[config.mk]
export PLATFORM = sky130hd
export DESIGN_NAME = keypad_scan
export DESIGN_NICKNAME = d
export VERILOG_FILES = /design/src/rtl/keypad_scan_pkg.sv /design/src/rtl/keypad_key_fifo.sv /design/src/rtl/keypad_scan.sv
export SDC_FILE = /design/constraint.sdc
export NUM_CORES = 1
export LEC_CHECK = 0
export ABC_CLOCK_PERIOD_IN_PS = 4690
export CAP_MARGIN = 0
export CORE_MARGIN = 2
export CORE_UTILIZATION = 55
export DETAILED_ROUTE_END_ITERATION = 6
export PLACE_DENSITY = 0.79
export SLEW_MARGIN = 20
export SYNTH_ARGS = -nofsm -noshare
export SYNTH_HDL_FRONTEND = slang
export SYNTH_SLANG_ARGS = --single-unit
[constraint.sdc]
create_clock -name clk -period 4.69 [get_ports clk]
set_clock_uncertainty 0.2 [all_clocks]
set_input_delay 0.7035 -clock clk [delete_from_list [all_inputs] [get_ports clk]]
set_output_delay 0.7035 -clock clk [all_outputs]
set_load 0.02 [all_outputs]
[src/rtl/keypad_scan_pkg.sv]
// ============================================================================
// Module      : keypad_scan_pkg
// Description : Shared types and decode constants for the 4x4 keypad scanner.
// Revision    : 1.0 - initial release
// ============================================================================
`default_nettype none

package keypad_scan_pkg;

    localparam int KEY_W      = 4;
    localparam int FIFO_DEPTH = 4;

    typedef logic [1:0] state_t;
    localparam state_t ST_IDLE     = 2'd0;
    localparam state_t ST_DEBOUNCE = 2'd1;
    localparam state_t ST_PRESSED  = 2'd2;
    localparam state_t ST_RELEASE  = 2'd3;

    typedef enum logic [1:0] {
        RES_NONE   = 2'd0,
        RES_SINGLE = 2'd1,
        RES_MULTI  = 2'd2
    } result_t;

    // Column drive and row sense share the same MSB-first one-hot encoding
    localparam logic [3:0] C_IDX0 = 4'b1000;
    localparam logic [3:0] C_IDX1 = 4'b0100;
    localparam logic [3:0] C_IDX2 = 4'b0010;
    localparam logic [3:0] C_IDX3 = 4'b0001;

    function automatic logic [1:0] onehot_idx(input logic [3:0] v);
        case (v)
            C_IDX0:  return 2'd0;
            C_IDX1:  return 2'd1;
            C_IDX2:  return 2'd2;
            default: return 2'd3;
        endcase
    endfunction

endpackage

`default_nettype wire

[src/rtl/keypad_key_fifo.sv]
// ============================================================================
// Module      : keypad_key_fifo
// Description : Key output buffer; single holding register when DEPTH==1,
//               circular FIFO otherwise. Drops pushes when full, pulses overrun.
// Revision    : 1.0 - initial release
// ============================================================================
`default_nettype none

module keypad_key_fifo
    import keypad_scan_pkg::*;
#(
    parameter int DEPTH = 4
) (
    input  logic             clk,
    input  logic             reset,
    input  logic             i_push,
    input  logic [KEY_W-1:0] i_data,
    input  logic             i_ready,
    output logic [KEY_W-1:0] o_data,
    output logic             o_valid,
    output logic             o_overrun
);

    generate
        if (DEPTH == 1) begin : g_reg
            logic [KEY_W-1:0] r_data;
            logic             r_valid;
            logic             r_ovr;
            logic             w_pop;

            assign w_pop = r_valid & i_ready;

            always_ff @(posedge clk or negedge reset) begin
                if (!reset) begin
                    r_data  <= '0;
                    r_valid <= 1'b0;
                    r_ovr   <= 1'b0;
                end else begin
                    r_ovr <= i_push & r_valid & ~w_pop;
                    if (i_push && (!r_valid || w_pop)) begin
                        r_data  <= i_data;
                        r_valid <= 1'b1;
                    end else if (w_pop) begin
                        r_valid <= 1'b0;
                    end
                end
            end

            assign o_data    = r_data;
            assign o_valid   = r_valid;
            assign o_overrun = r_ovr;
        end else begin : g_fifo
            localparam int PW = $clog2(DEPTH);
            localparam int CW = $clog2(DEPTH + 1);

            logic [KEY_W-1:0] r_mem [DEPTH];
            logic [PW-1:0]    r_rd;
            logic [PW-1:0]    r_wr;
            logic [CW-1:0]    r_count;
            logic [KEY_W-1:0] r_last;
            logic             r_ovr;
            logic             w_full;
            logic             w_pop;
            logic             w_wr_en;

            assign w_full  = (r_count == CW'(DEPTH));
            assign w_pop   = (r_count != '0) & i_ready;
            assign w_wr_en = i_push & (~w_full | w_pop);

            always_ff @(posedge clk or negedge reset) begin
                if (!reset) begin
                    for (int i = 0; i < DEPTH; i++) r_mem[i] <= '0;
                    r_rd    <= '0;
                    r_wr    <= '0;
                    r_count <= '0;
                    r_last  <= '0;
                    r_ovr   <= 1'b0;
                end else begin
                    r_ovr <= i_push & w_full & ~w_pop;
                    if (w_wr_en) begin
                        r_mem[r_wr] <= i_data;
                        r_wr <= (r_wr == PW'(DEPTH - 1)) ? '0 : r_wr + PW'(1);
                    end
                    if (w_pop) begin
                        r_last <= r_mem[r_rd];
                        r_rd   <= (r_rd == PW'(DEPTH - 1)) ? '0 : r_rd + PW'(1);
                    end
                    case ({w_wr_en, w_pop})
                        2'b10:   r_count <= r_count + CW'(1);
                        2'b01:   r_count <= r_count - CW'(1);
                        default: r_count <= r_count;
                    endcase
                end
            end

            // Empty buffer presents the most recently consumed key
            assign o_data    = (r_count != '0) ? r_mem[r_rd] : r_last;
            assign o_valid   = (r_count != '0);
            assign o_overrun = r_ovr;
        end
    endgenerate

endmodule

`default_nettype wire

[src/rtl/keypad_scan.sv]
// ============================================================================
// Module      : keypad_scan
// Description : 4x4 keypad scan-round evaluator with press/release debounce.
//               Define KEYPAD_SCAN_FIFO_EN for a 4-deep key FIFO, otherwise a
//               single holding register buffers the output key.
// Revision    : 1.0 - initial release
// ============================================================================
`default_nettype none

module keypad_scan
    import keypad_scan_pkg::*;
#(
    parameter int DEBOUNCE_SCANS = 3
) (
    input  logic             clk,
    input  logic             reset,
    input  logic [3:0]       signal,
    input  logic [3:0]       row,
    output logic [KEY_W-1:0] key_code,
    output logic             key_valid,
    input  logic             key_ready,
    output logic             overrun
);

`ifdef KEYPAD_SCAN_FIFO_EN
    localparam int c_BUF_DEPTH = FIFO_DEPTH;
`else
    localparam int c_BUF_DEPTH = 1;
`endif
    localparam logic [2:0] c_DEB = 3'(DEBOUNCE_SCANS);

    logic             r_acc_hit;
    logic             r_acc_multi;
    logic [KEY_W-1:0] r_acc_code;
    state_t           r_state;
    logic [2:0]       r_cnt;
    logic [KEY_W-1:0] r_cand;

    logic             w_sig_valid;
    logic             w_hit;
    logic             w_eval;
    logic             w_hit_n;
    logic             w_multi_n;
    logic [KEY_W-1:0] w_code;
    logic [KEY_W-1:0] w_code_n;
    result_t          w_result;
    logic [2:0]       w_cnt_inc;
    state_t           w_state_n;
    logic [2:0]       w_cnt_n;
    logic [KEY_W-1:0] w_cand_n;
    logic             w_push;
    logic [KEY_W-1:0] w_push_code;

    assign w_sig_valid = $onehot(signal);
    assign w_hit       = w_sig_valid & (row != 4'b0000);
    assign w_eval      = w_sig_valid & (signal == C_IDX3);
    assign w_code      = {onehot_idx(row), onehot_idx(signal)};

    // Round summary including the current sample, so col3 is evaluated in-edge
    assign w_hit_n   = r_acc_hit | w_hit;
    assign w_multi_n = r_acc_multi | (w_hit & (~$onehot(row) | r_acc_hit));
    assign w_code_n  = (w_hit && !r_acc_hit) ? w_code : r_acc_code;
    assign w_result  = !w_hit_n ? RES_NONE : (w_multi_n ? RES_MULTI : RES_SINGLE);
    assign w_cnt_inc = r_cnt + 3'd1;

    always_ff @(posedge clk or negedge reset) begin
        if (!reset) begin
            r_acc_hit   <= 1'b0;
            r_acc_multi <= 1'b0;
            r_acc_code  <= '0;
        end else if (w_eval) begin
            r_acc_hit   <= 1'b0;
            r_acc_multi <= 1'b0;
            r_acc_code  <= '0;
        end else if (w_sig_valid) begin
            r_acc_hit   <= w_hit_n;
            r_acc_multi <= w_multi_n;
            r_acc_code  <= w_code_n;
        end
    end

    always_comb begin
        w_state_n   = r_state;
        w_cnt_n     = r_cnt;
        w_cand_n    = r_cand;
        w_push      = 1'b0;
        w_push_code = w_code_n;
        if (w_eval) begin
            case (r_state)
                ST_IDLE: begin
                    if (w_result == RES_SINGLE) begin
                        if (DEBOUNCE_SCANS == 1) begin
                            w_push    = 1'b1;
                            w_state_n = ST_PRESSED;
                        end else begin
                            w_cand_n  = w_code_n;
                            w_cnt_n   = 3'd1;
                            w_state_n = ST_DEBOUNCE;
                        end
                    end
                end
                ST_DEBOUNCE: begin
                    if (w_result == RES_SINGLE && w_code_n == r_cand) begin
                        w_cnt_n = w_cnt_inc;
                        if (w_cnt_inc == c_DEB) begin
                            w_push      = 1'b1;
                            w_push_code = r_cand;
                            w_state_n   = ST_PRESSED;
                        end
                    end else begin
                        w_state_n = ST_IDLE;
                    end
                end
                ST_PRESSED: begin
                    if (w_result == RES_NONE) begin
                        if (DEBOUNCE_SCANS == 1) begin
                            w_state_n = ST_IDLE;
                        end else begin
                            w_cnt_n   = 3'd1;
                            w_state_n = ST_RELEASE;
                        end
                    end
                end
                default: begin
                    if (w_result == RES_NONE) begin
                        w_cnt_n = w_cnt_inc;
                        if (w_cnt_inc == c_DEB) w_state_n = ST_IDLE;
                    end else begin
                        w_state_n = ST_PRESSED;
                    end
                end
            endcase
        end
    end

    always_ff @(posedge clk or negedge reset) begin
        if (!reset) begin
            r_state <= ST_IDLE;
            r_cnt   <= 3'd0;
            r_cand  <= '0;
        end else begin
            r_state <= w_state_n;
            r_cnt   <= w_cnt_n;
            r_cand  <= w_cand_n;
        end
    end

    keypad_key_fifo #(
        .DEPTH(c_BUF_DEPTH)
    ) u_buf (
        .clk      (clk),
        .reset    (reset),
        .i_push   (w_push),
        .i_data   (w_push_code),
        .i_ready  (key_ready),
        .o_data   (key_code),
        .o_valid  (key_valid),
        .o_overrun(overrun)
    );

endmodule

`default_nettype wire

==> results.toml <==
[outcome]
status = "finished, final reports clean"

[cts]
clock_latency_ns = 0.31
clockBufferDepth = 2
cts_buffers = 3
clk_pin_slew_ns = 0.13
cts.htree.levels = 1
cts_root_buf = "clkbuf_4"
cts_tree = "built"
clkSinkCount = 21

[placed_design]
io_buffers = 16
globalplace.congestion = 0.882
dp_hpwl_microns = 2610
place_area_sq_um = 1850
placed_cells = 211

[detailed_routing]
drc = 0
route.detailed.wl_per_inst_microns = 16.1
post_drt_via_cell_ratio = 5.80
drt_wl_total_microns = 3540
vias = 1275
drt_first_pass_iters = 4
drt_iter0_markers = 62
ant_nets = 0

[timing]
finalHoldViolCount = 0
rsz0062_at_grt = "false"
fmax_mhz = 218
slew_viol_final = 0
tightest_slew_ns = 0.602
timing.slew.headroom = 0.597
period_share = 0.980
period_minus_slack_ns = 4.59
setup_viol = 0
whs_ns = 0.125

[logic_synthesis]
synth-async-reset-ratio = 1.00
synth_edf_count = 0
syn-num-nets = 169
yosys_most_used_dff = "dfrtp_1"
yosys_register_bits = 21
ys_warn_count = 0
synth_cells = 141
yosysUniqueCellTypes = 42
syn_area_per_cell_sq_um = 10.2
synth_area_sq_um = 1440
ys_seq_area_frac = 0.366

[layout]
layout_commonest_cell = "buf_4"
num_antenna_cells = 0
num-fill-cells = 159
area_delta_synth_final_pct = 33.9
nets = 219
final_cells = 220
layout_common_cells = "29 x buf_4, 21 x dfrtp_1, 15 x nor2_1"
finalInstanceArea_sq_um = 1920
drive_above_1_share = 0.353

[run]
drv_cap = 0

[worst_setup_path]
critPathLaunch = "row[0]"
worstRegToRegCells = 7
r2r-start = "r_acc_hit"
max_stage_delay_ns = 0.58
worstPathArrival_ns = 4.60
cp_cell_sequence = "dlygate4sd2_1 -> inv_2 -> fa_1 -> inv_1 -> ha_1 -> ha_1 -> or4b_4 -> nor2_4 -> mux2i_2 -> or4_4 -> or4_4 -> or4b_4 -> mux2_4"
critPathCapture = "u_buf.o_data[0]"
ff2ff_setup_slack_ns = 1.18
reg2reg_to = "u_buf.o_data[0]"
cpMaxStageDelayCell = "or4b_4"
crit_type = "in -> reg"
start_kind = "input port"
cp-end-kind = "register"
required_ns = 4.69
crit_path_max_fanout = 4

[global_routing]
grt_overflow_total = 0
met3_usage = 0.0484
track_usage = 0.272
grt_use_met1 = 0.303
met2_usage = 0.504
grt_pass1_vias = 1342
antenna_found_initial = 0
grt_max_degree = 22
top_usage_layer = "met2"
grt_first_pass_wirelength_microns = 5820

[power]
clockPowerShare = 0.132
powerDensity_nw_per_um2 = 362
vdd_drop_max_uv = 252
intPower_mw = 0.433
p_comb_frac = 0.466
swShare = 0.378
leakage_nw = 0.900
p_seq_frac = 0.402
p_switching_mw = 0.263

[floorplanning]
dieHeight_microns = 55.1
initial_utilization = 0.579
die_w_microns = 55.1
die_area_sq_um = 3030
pin_count = 17
row_count = 18
coreArea_sq_um = 2480

[worst_hold_path]
hold_path.class = "in -> async"
## synthesized netlist by cell type, types with 2 or more instances
library cell,instances,share of area
nor2_1,16,0.042
inv_1,16,0.042
fa_1,2,0.028
dfrtp_1,21,0.37
mux2_4,4,0.042
nand2_1,7,0.018
mux2_1,3,0.024
a21oi_1,5,0.017
o21ai_1,2,0.0070
or2_0,2,0.0087
a31oi_1,2,0.0087
mux2i_1,7,0.049
xnor2_1,4,0.024
ha_1,15,0.13
o31ai_1,3,0.016
nand2b_1,2,0.0087
o21ai_0,4,0.014
or4b_1,2,0.014
## power by group through the flow
stage / Combinational, mW / Clock, mW / Sequential [mW]
final: 0.324 / 0.0917 / 0.279
after global routing: 0.351 / 0.103 / 0.282
after CTS: 0.313 / 0.0930 / 0.275
after detailed placement: 0.281 / 0 / 0.276
after global placement: 0.266 / 0 / 0.273
after floorplan: 0.169 / 0 / 0.262
## timing repair
action / CTS / global route
endpoints found under the setup margin: 8 / 6
hold buffers: 0 / 0
setup buffers: 5 / 0
endpoints found under the hold margin: 0 / 0
pin swaps: 12 / 6
gates resized for setup: 18 / 11
## sequential cells by signal, summed over array words and instances, names as in the netlist
signal and count:
r_cand 4, r_acc_code 4, r_acc_multi 1, r_cnt 3, u_buf.o_overrun 1, u_buf.o_data 4, r_acc_hit 1, u_buf.o_valid 1
r_state 2
## how the worst min path moves through the flow
stage	start	endpoint	slack, ns	cells past startpoint
2_1_floorplan	reset	r_acc_code[0]	0.21	0
3_3_place_gp	u_buf.o_data[0]	u_buf.o_data[0]	0.30	1
3_5_place_dp	u_buf.o_data[1]	u_buf.o_data[1]	0.30	1
4_1_cts	u_buf.o_data[1]	u_buf.o_data[1]	0.34	1
5_1_grt	reset	r_acc_hit	0.16	1
6_report	reset	r_acc_code[2]	0.13	1
## cell families after synthesis
family,after synthesis,synth area share
buffers and inverters,16,0.0418
DFF,21,0.366
adders and majority gates,17,0.159
xor gates and xnor gates,5,0.0305
AOI/OAI and AO/OA,25,0.120
muxes,14,0.114
and+or+nand+nor,43,0.168
## cell type report
type / count / area (sq um) / share of cell area
timing repair buffer: 45 / 347 / 0.180
clock inverter: 1 / 5.00 / 0.00260
sequential: 21 / 526 / 0.273
inverter: 16 / 60.1 / 0.0313
clock buffer: 3 / 22.5 / 0.0117
tap: 30 / 37.5 / 0.0195
multi-input combinational: 104 / 925 / 0.481
## critical path: cells and delay by family
family	cells	cell delay (ns)
buffers and inverters	3	0.30
adder cells (fa/ha/maj)	3	1.00
multiplexers	2	0.40
AND/OR/NAND/NOR	5	2.19
## routing by layer
| metal | up-vias | share of wire |
|---|---|---|
| met3 | 11 | 0.051 |
| li1 | 588 | - |
| met4 | 0 | 0.023 |
| met1 | 625 | 0.39 |
| met5 | - | 0 |
| met2 | 51 | 0.53 |
## stage by stage
stage	TNS, ns	total power [mW]	util	setup slack (ns)
final	0	0.695	0.776	0.0959
after detailed placement	-4.78	0.557	0.745	-0.654
after global placement	-3.52	0.539	0.745	-0.510
after floorplan	0	0.431	-	0.00305
after CTS	0	0.681	0.782	0.00129
after global routing	0	0.736	0.776	0.0106
No activity file was read; power rests on OpenSTA's default activity.
